[config.mk]
export PLATFORM = sky130hd
export DESIGN_NAME = main_control_fsm
export DESIGN_NICKNAME = d
export VERILOG_FILES = /design/src/rtl/core_ctrl_pkg.sv /design/src/rtl/main_control_fsm.sv
export SDC_FILE = /design/constraint.sdc
export NUM_CORES = 1
export LEC_CHECK = 0
export CAP_MARGIN = 20
export CORE_ASPECT_RATIO = 1.2
export CORE_MARGIN = 2
export CORE_UTILIZATION = 30
export CTS_CLUSTER_SIZE = 12
export DETAILED_ROUTE_END_ITERATION = 7
export GPL_TIMING_DRIVEN = 0
export PLACE_DENSITY = 0.6
export SLEW_MARGIN = 5
export SYNTH_ARGS = -nofsm -noshare
export SYNTH_HDL_FRONTEND = slang
export SYNTH_SLANG_ARGS = --single-unit
[constraint.sdc]
create_clock -name i_clk -period 1.5 [get_ports i_clk]
set_input_delay 0.15 -clock i_clk [delete_from_list [all_inputs] [get_ports i_clk]]
set_output_delay 0.15 -clock i_clk [all_outputs]
set_load 0.05 [all_outputs]
[src/rtl/core_ctrl_pkg.sv]
// Shared constants for the multi-cycle core control path: opcodes, FSM states,
// ALU operand mux encodings and the aluop code shared with alu_control.
package core_ctrl_pkg;

   localparam logic [6:0] OPC_LOAD   = 7'b0000011;
   localparam logic [6:0] OPC_STORE  = 7'b0100011;
   localparam logic [6:0] OPC_OP     = 7'b0110011;
   localparam logic [6:0] OPC_OP_IMM = 7'b0010011;
   localparam logic [6:0] OPC_BRANCH = 7'b1100011;

   typedef enum logic [3:0] {
      StFetch    = 4'd0,
      StDecode   = 4'd1,
      StMemAddr  = 4'd2,
      StMemRead  = 4'd3,
      StMemWb    = 4'd4,
      StMemWrite = 4'd5,
      StExecR    = 4'd6,
      StExecI    = 4'd7,
      StAluWb    = 4'd8,
      StBranch   = 4'd9,
      StHalt     = 4'd10
   } state_t;

   localparam logic [1:0] SRCA_PC    = 2'b00;
   localparam logic [1:0] SRCA_OLDPC = 2'b01;
   localparam logic [1:0] SRCA_RS1   = 2'b10;

   localparam logic [1:0] SRCB_RS2   = 2'b00;
   localparam logic [1:0] SRCB_FOUR  = 2'b01;
   localparam logic [1:0] SRCB_IMM   = 2'b10;

   localparam logic [1:0] ALUOP_ADD   = 2'b00;
   localparam logic [1:0] ALUOP_SUB   = 2'b01;
   localparam logic [1:0] ALUOP_RTYPE = 2'b10;

endpackage

[src/rtl/main_control_fsm.sv]
// Multi-cycle main control FSM: sequences fetch/decode/execute/memory/writeback and
// drives all datapath strobes, mux selects and the aluop/force_add pair.
module main_control_fsm
   import core_ctrl_pkg::*;
#(
   parameter int unsigned OPC_W = 7
) (
   input  logic             i_clk,
   input  logic             i_rst_n,
   input  logic [OPC_W-1:0] i_opcode,
   input  logic             i_mem_ready,
   output logic             o_pc_write,
   output logic             o_pc_write_cond,
   output logic             o_ir_write,
   output logic             o_iord,
   output logic             o_mem_read,
   output logic             o_mem_write,
   output logic             o_reg_write,
   output logic             o_mem_to_reg,
   output logic [1:0]       o_alu_src_a,
   output logic [1:0]       o_alu_src_b,
   output logic             o_pc_source,
   output logic [1:0]       o_aluop,
   output logic             o_force_add,
   output logic             o_instr_retired,
   output logic             o_halted
);

   state_t r_state;
   state_t w_state_next;

   always_ff @(posedge i_clk) begin
      if (!i_rst_n) begin
         r_state <= StFetch;
      end else begin
         r_state <= w_state_next;
      end
   end

   always_comb begin
      w_state_next = StFetch;
      unique case (r_state)
         StFetch:    w_state_next = i_mem_ready ? StDecode : StFetch;
         StDecode: begin
            if (i_opcode == OPC_LOAD || i_opcode == OPC_STORE) begin
               w_state_next = StMemAddr;
            end else if (i_opcode == OPC_OP) begin
               w_state_next = StExecR;
            end else if (i_opcode == OPC_OP_IMM) begin
               w_state_next = StExecI;
            end else if (i_opcode == OPC_BRANCH) begin
               w_state_next = StBranch;
            end else begin
               w_state_next = StHalt;
            end
         end
         StMemAddr:  w_state_next = (i_opcode == OPC_LOAD) ? StMemRead : StMemWrite;
         StMemRead:  w_state_next = i_mem_ready ? StMemWb : StMemRead;
         StMemWb:    w_state_next = StFetch;
         StMemWrite: w_state_next = i_mem_ready ? StFetch : StMemWrite;
         StExecR:    w_state_next = StAluWb;
         StExecI:    w_state_next = StAluWb;
         StAluWb:    w_state_next = StFetch;
         StBranch:   w_state_next = StFetch;
         StHalt:     w_state_next = StHalt;
         default:    w_state_next = StFetch;
      endcase
   end

   // Outputs are forced low while reset is held, independent of the state register.
   always_comb begin
      o_pc_write      = 1'b0;
      o_pc_write_cond = 1'b0;
      o_ir_write      = 1'b0;
      o_iord          = 1'b0;
      o_mem_read      = 1'b0;
      o_mem_write     = 1'b0;
      o_reg_write     = 1'b0;
      o_mem_to_reg    = 1'b0;
      o_alu_src_a     = SRCA_PC;
      o_alu_src_b     = SRCB_RS2;
      o_pc_source     = 1'b0;
      o_aluop         = ALUOP_ADD;
      o_force_add     = 1'b0;
      o_instr_retired = 1'b0;
      o_halted        = 1'b0;
      if (i_rst_n) begin
         unique case (r_state)
            StFetch: begin
               o_mem_read  = 1'b1;
               o_alu_src_a = SRCA_PC;
               o_alu_src_b = SRCB_FOUR;
               o_aluop     = ALUOP_ADD;
               o_force_add = 1'b1;
               o_ir_write  = i_mem_ready;
               o_pc_write  = i_mem_ready;
            end
            StDecode: begin
               o_alu_src_a = SRCA_OLDPC;
               o_alu_src_b = SRCB_IMM;
               o_force_add = 1'b1;
            end
            StMemAddr: begin
               o_alu_src_a = SRCA_RS1;
               o_alu_src_b = SRCB_IMM;
               o_force_add = 1'b1;
            end
            StMemRead: begin
               o_mem_read = 1'b1;
               o_iord     = 1'b1;
            end
            StMemWb: begin
               o_reg_write     = 1'b1;
               o_mem_to_reg    = 1'b1;
               o_instr_retired = 1'b1;
            end
            StMemWrite: begin
               o_mem_write     = 1'b1;
               o_iord          = 1'b1;
               o_instr_retired = i_mem_ready;
            end
            StExecR: begin
               o_alu_src_a = SRCA_RS1;
               o_alu_src_b = SRCB_RS2;
               o_aluop     = ALUOP_RTYPE;
            end
            StExecI: begin
               o_alu_src_a = SRCA_RS1;
               o_alu_src_b = SRCB_IMM;
               o_aluop     = ALUOP_ADD;
            end
            StAluWb: begin
               o_reg_write     = 1'b1;
               o_instr_retired = 1'b1;
            end
            StBranch: begin
               o_alu_src_a     = SRCA_RS1;
               o_alu_src_b     = SRCB_RS2;
               o_aluop         = ALUOP_SUB;
               o_pc_write_cond = 1'b1;
               o_pc_source     = 1'b1;
               o_instr_retired = 1'b1;
            end
            StHalt:  o_halted = 1'b1;
            default: o_halted = 1'b0;
         endcase
      end
   end

endmodule

==> results_dict.tcl <==
set metrics [dict create \
    status "complete, but fails checks" \
    violations "setup timing" \
    yosys_warnings 0 \
    cts_made_buffers 3 \
    insertion_delay_ns 0.24 \
    area_growth_syn_to_layout_pct 107 \
    gp_congestion 0.811 \
    hold_viol 0 \
    grtUsageTotal_pct 17.3 \
    cts_sinks 4 \
    antenna_found_initial 0 \
    finalClockSkew_ns 0.00527 \
    reg2reg_depth 5 \
    die_h_um 52.5 \
    die_area_um2 2330 \
    finalSetupTns_ns -0.426 \
    synthTopCellsByCount "10 x nor2_1, 8 x nand2_1, 5 x a21oi_1, 5 x nor3b_1, 5 x o21ai_0" \
    path_class "reg2out" \
    ios 28 \
    rsz0062_at_grt "yes" \
    use_met2_pct 32.4 \
    drv_slew 0 \
    cts_tree "yes" \
    synthFlopType "dfxtp_1" \
    layout.nets 135 \
    crit_end "o_alu_src_b[1]" \
    grt_pass1_vias 699 \
    route.antenna.remaining_nets 0 \
    place_area_um2 953 \
    power_leakage_nw 0.519 \
    crit_arrival_ns 1.43 \
    async_flop_share_pct 0 \
    clockBufferDepth 2 \
    netlist_area_um2 588 \
    r2r_slack_ns -0.05 \
    busiest_layer "met2" \
    crit_fanout 6 \
    drive_gt1_share_pct 63.4 \
    largest_reg_flops 4 \
    rr_startpoint "r_state[3]$_SDFF_PN0_" \
    first_pass_iters 2 \
    post-place-ws_ns -0.653 \
    synth_nets 91 \
    start_util_pct 31.8 \
    setup_viol 8 \
    period_needed_ns 1.58 \
    slew_headroom_pct 82.6 \
    ys_seq_elements 4 \
    r2r_end "r_state[1]$_SDFF_PN0_" \
    cap_violations 0 \
    viasPerCell 5.05 \
    ys_types 38 \
    grt_max_degree 11 \
    overflow 0 \
    ctsHoldBuffers 0 \
    netlist_top_cells_area "dfxtp_1 14%, nor2_1 6.4%, nor3b_1 6.4%, nand2_1 5.1%, a21oi_1 4.3%" \
    period_share_pct 105 \
    yosysSeqAreaShare_pct 13.6 \
    required_ns 1.35 \
    critPathLaunch "r_state[0]$_SDFF_PN0_" \
    drt_iter0_drc 5 \
    p_per_area_nw_per_um2 807 \
    syn_inst 81 \
    wl_per_cell_um 12.2 \
    routed_wl_um 1740 \
    htreeDepth 1 \
    synth_edf_count 0 \
    clockRootBuffer "clkbuf_4" \
    tightestPinTransition_ns 0.258 \
    ir_worst_vdd_v 0.000623 \
    reg_top3 "r_state (4)" \
    hp-class "in2reg" \
    fin_area_um2 1220 \
    power.total_mw 0.982 \
    fin_hold_ws_ns 0.302 \
    use_met3_pct 2.41 \
    synth_top_area_share_pct 13.6 \
    chipWidth_um 44.4 \
    placed_cells 126 \
    core_area_um2 1850 \
    clock.fmax_ghz 0.635 \
    synth.most_common_cell "nor2_1" \
    hpwl_um 1220 \
    instances_no_fill 142 \
    critical_path.startpoint_type "flip-flop" \
    whs_path_depth 3 \
    route.vias.total 717 \
    portBuffers 26 \
    utilization_pct 65.8 \
    regMostFlops "r_state" \
    synth_top_area_cell "dfxtp_1" \
    grt_use_met1_pct 19.0 \
    final.setup.worst_slack_ns -0.0754 \
    grt_pass1_wl_um 3010 \
    endpoint_kind "output pin" \
    drc 0 \
    row_count 17 \
    path_clk_slew_ns 0.04 \
    avgSynthCellArea_um2 7.26 \
    diodes 0 \
]
## metal layers
layer | share of wire, % | routed length, um
met1 | 40 | 692
met2 | 54 | 933
met3 | 4.9 | 85
met4 | 1.4 | 24
met5 | 0 | 0
## worst max-delay path, cell delays in order (launching register included)
cell     delay (ns)
dfxtp_4        0.38
nor2b_4        0.18
nor2_2         0.05
mux2_4         0.25
and3_4         0.18
buf_8          0.14
## cells in the final DEF, fill, tap and decap left out, types with 3 or more instances in the layout
master           Yosys  routed
a21oi_1              5       4
buf_4                3      12
buf_6                2      15
buf_8                0       6
clkbuf_4             0       5
clkdlybuf4s50_1      0       8
nand2_1              8       5
nor2_2               0       5
nor2_4               0       3
nor2b_4              1       4
nor3b_2              0       3
o21ai_0              5       5
## where the power goes
| group | switching [mW] | internal [mW] | leakage (nW) |
|---|---|---|---|
| Clock | 0.0508 | 0.0899 | 0.0138 |
| Combinational | 0.368 | 0.330 | 0.471 |
| Sequential | 0.0199 | 0.124 | 0.0350 |
| Total | 0.438 | 0.544 | 0.519 |
## cell families after synthesis
group                  after synthesis  synth area share, %
AND/OR/NAND/NOR                     47                 51.5
XOR/XNOR                             1                 1.49
flip-flops                           4                 13.6
AO/OA/AOI/OAI                       19                 21.1
buffers and inverters                9                 10.4
multiplexers                         1                 1.91
## worst min path at each step
stage / endpoint / slack (ns) / from
CTS: r_state[3]$_SDFF_PN0_ / 0.29 / i_rst_n
global route: r_state[0]$_SDFF_PN0_ / 0.31 / i_rst_n
global placement: r_state[0]$_SDFF_PN0_ / 0.55 / i_rst_n
detailed placement: r_state[3]$_SDFF_PN0_ / 0.53 / i_rst_n
floorplan: r_state[1]$_SDFF_PN0_ / 0.33 / i_opcode[4]
finish: r_state[3]$_SDFF_PN0_ / 0.30 / i_rst_n
## final cells by class
type | count | area [um2]
Clock buffer | 3 | 22.5
Tap cell | 19 | 23.8
Multi-Input combinational cell | 68 | 578
Fill cell | 163 | 633
Sequential cell | 4 | 90.1
Timing Repair Buffer | 39 | 395
Inverter | 1 | 3.75
Buffer | 8 | 104
## what timing repair did
item | in CTS | in global routing
endpoints found under the setup margin | 18 | 20
gates resized for setup | 143 | 15
pin swaps | 6 | 11
setup buffers | 9 | 4
Note: power is estimated with default switching activity, not from simulation.
==> edit: new RTL, same flow settings <==
The parameter `OPC_W` goes from 7 to 9.
--- a/src/rtl/main_control_fsm.sv
+++ b/src/rtl/main_control_fsm.sv
@@ -3,7 +3,7 @@
 module main_control_fsm
    import core_ctrl_pkg::*;
 #(
-   parameter int unsigned OPC_W = 7
+   parameter int unsigned OPC_W = 9
 ) (
    input  logic             i_clk,
    input  logic             i_rst_n,
Interface: changed (resized i_opcode); port bits go from 28 to 30. The function was not compared with the original's and may differ.
==> edit against the unedited design <==
- die area rose by 4.3%
- the run still ends with setup timing left
- worst setup slack better by 24 ps
- synthesized area is 4.7% higher
- sequential cell count unchanged
- synthesized cell count unchanged
- combinational power shrank 36%
- total power shrank 27%
- via count is 0.98% lower
- cell area shrank 3.8%
- clock power decreased by 4%
- routed wire length grew 6.2%
- non-clock buffer count shrank 5
==> edit: results (changes against the unedited design) <==
Post-Syn Nets: 93 (+2.2%)
DPL Wire Length: 1304 um (+7.2%)
crit path launch: r_state[2]
worst hold slack: 600.3 ps (+298.3 ps)
xor and xnor fraction of the mapped netlist area: 1.423% (-0.067 points)
reg2reg end: r_state[2]
violated checks: setup timing
# setup viols final: 4 (-4)
worst setup margin: -51.29 ps (+24.10 ps)
Yosys cell types: 35 (-7.9%)
worst setup path end: o_instr_retired
worst path arrival time: 1400 ps (-30 ps)
worst vdd ir: 0.3550 mV (-43%)
final cell count without fillers: 137 (-3.5%)
first-pass GRT wire length: 2835 um (-5.8%)
synth top area cells: dfxtp_1 13%, buf_4 7.3%, nand2b_1 6.1%
drt initial violations: 2 (-3)
register area share after synthesis: 13.01% (-0.61 points)
setup tns final: -103.6 ps (+322.3 ps)
flop-to-flop setup slack: 290 ps (+340 ps)
gr usage total: 15.88% (-1.4 points)
vias: 710 (-0.98%)
fin nets: 132 (-2.2%)
# fillers: 174 (+6.7%)
status: finished, violations left
==> edit: changes by cell type after synthesis, moves of 2 or more <==
cell,change
and2b_1,+2
buf_4,+3
clkbuf_1,-2
nand2_1,-5
nand2b_1,+4
nand3b_1,+4
nor2_1,-3
o21ai_1,+2
==> edit: worst min path at each step <==
stage,startpoint,to,cells after the start
2_1_floorplan,i_opcode[4],r_state[2],2
3_3_place_gp,r_state[3],r_state[0],3
3_5_place_dp,r_state[3],r_state[0],3
4_1_cts,i_mem_ready,r_state[2],4
5_1_grt,i_mem_ready,r_state[2],4
6_report,i_mem_ready,r_state[2],4
==> edit: cell type report <==
| class | instances | area share, % |
|---|---|---|
| Timing Repair Buffer | 34 | 30.34 |
| Buffer | 8 | 7.692 |
| Clock buffer | 3 | 1.923 |
| Sequential cell | 4 | 7.906 |
| Tap cell | 19 | 2.030 |
| Multi-Input combinational cell | 69 | 50.11 |
==> edit: critical path: cells and delay by family, from the launching register on <==
kind            cells  cell delay [ps]
buf+inv             2              320
simple gates        2              410
flops               1              360
compound gates      1               70
==> edit: through the flow <==
stage	area, sq um	setup WS [ps]
2_1_floorplan	685.7	-222.3
3_3_place_gp	999.7	-698.0
3_5_place_dp	999.7	-692.4
4_1_cts	1106	-47.04
5_1_grt	1171	-99.10
6_report	1171	-51.29
==> edit: routing by layer <==
layer / routed length [um] / part of all wire (%)
met5: 0 / 0
met2: 976 / 53
met3: 82 / 4.4
met4: 0 / 0
met1: 786 / 43
==> edit: where the power goes <==
group	internal [uW]	switching, uW	leakage (uW)
clock network	89.7	46.2	0.0000138
registers	116	22.9	0.0000353
logic	204	240	0.000411
total	410	309	0.000460
==> edit: timing repair <==
action	4_1_cts	5_1_grt
buffers inserted	2	3
pin swaps	2	2
resized for setup	138	14
setup endpoints to repair	18	16
hold endpoints to repair	0	0
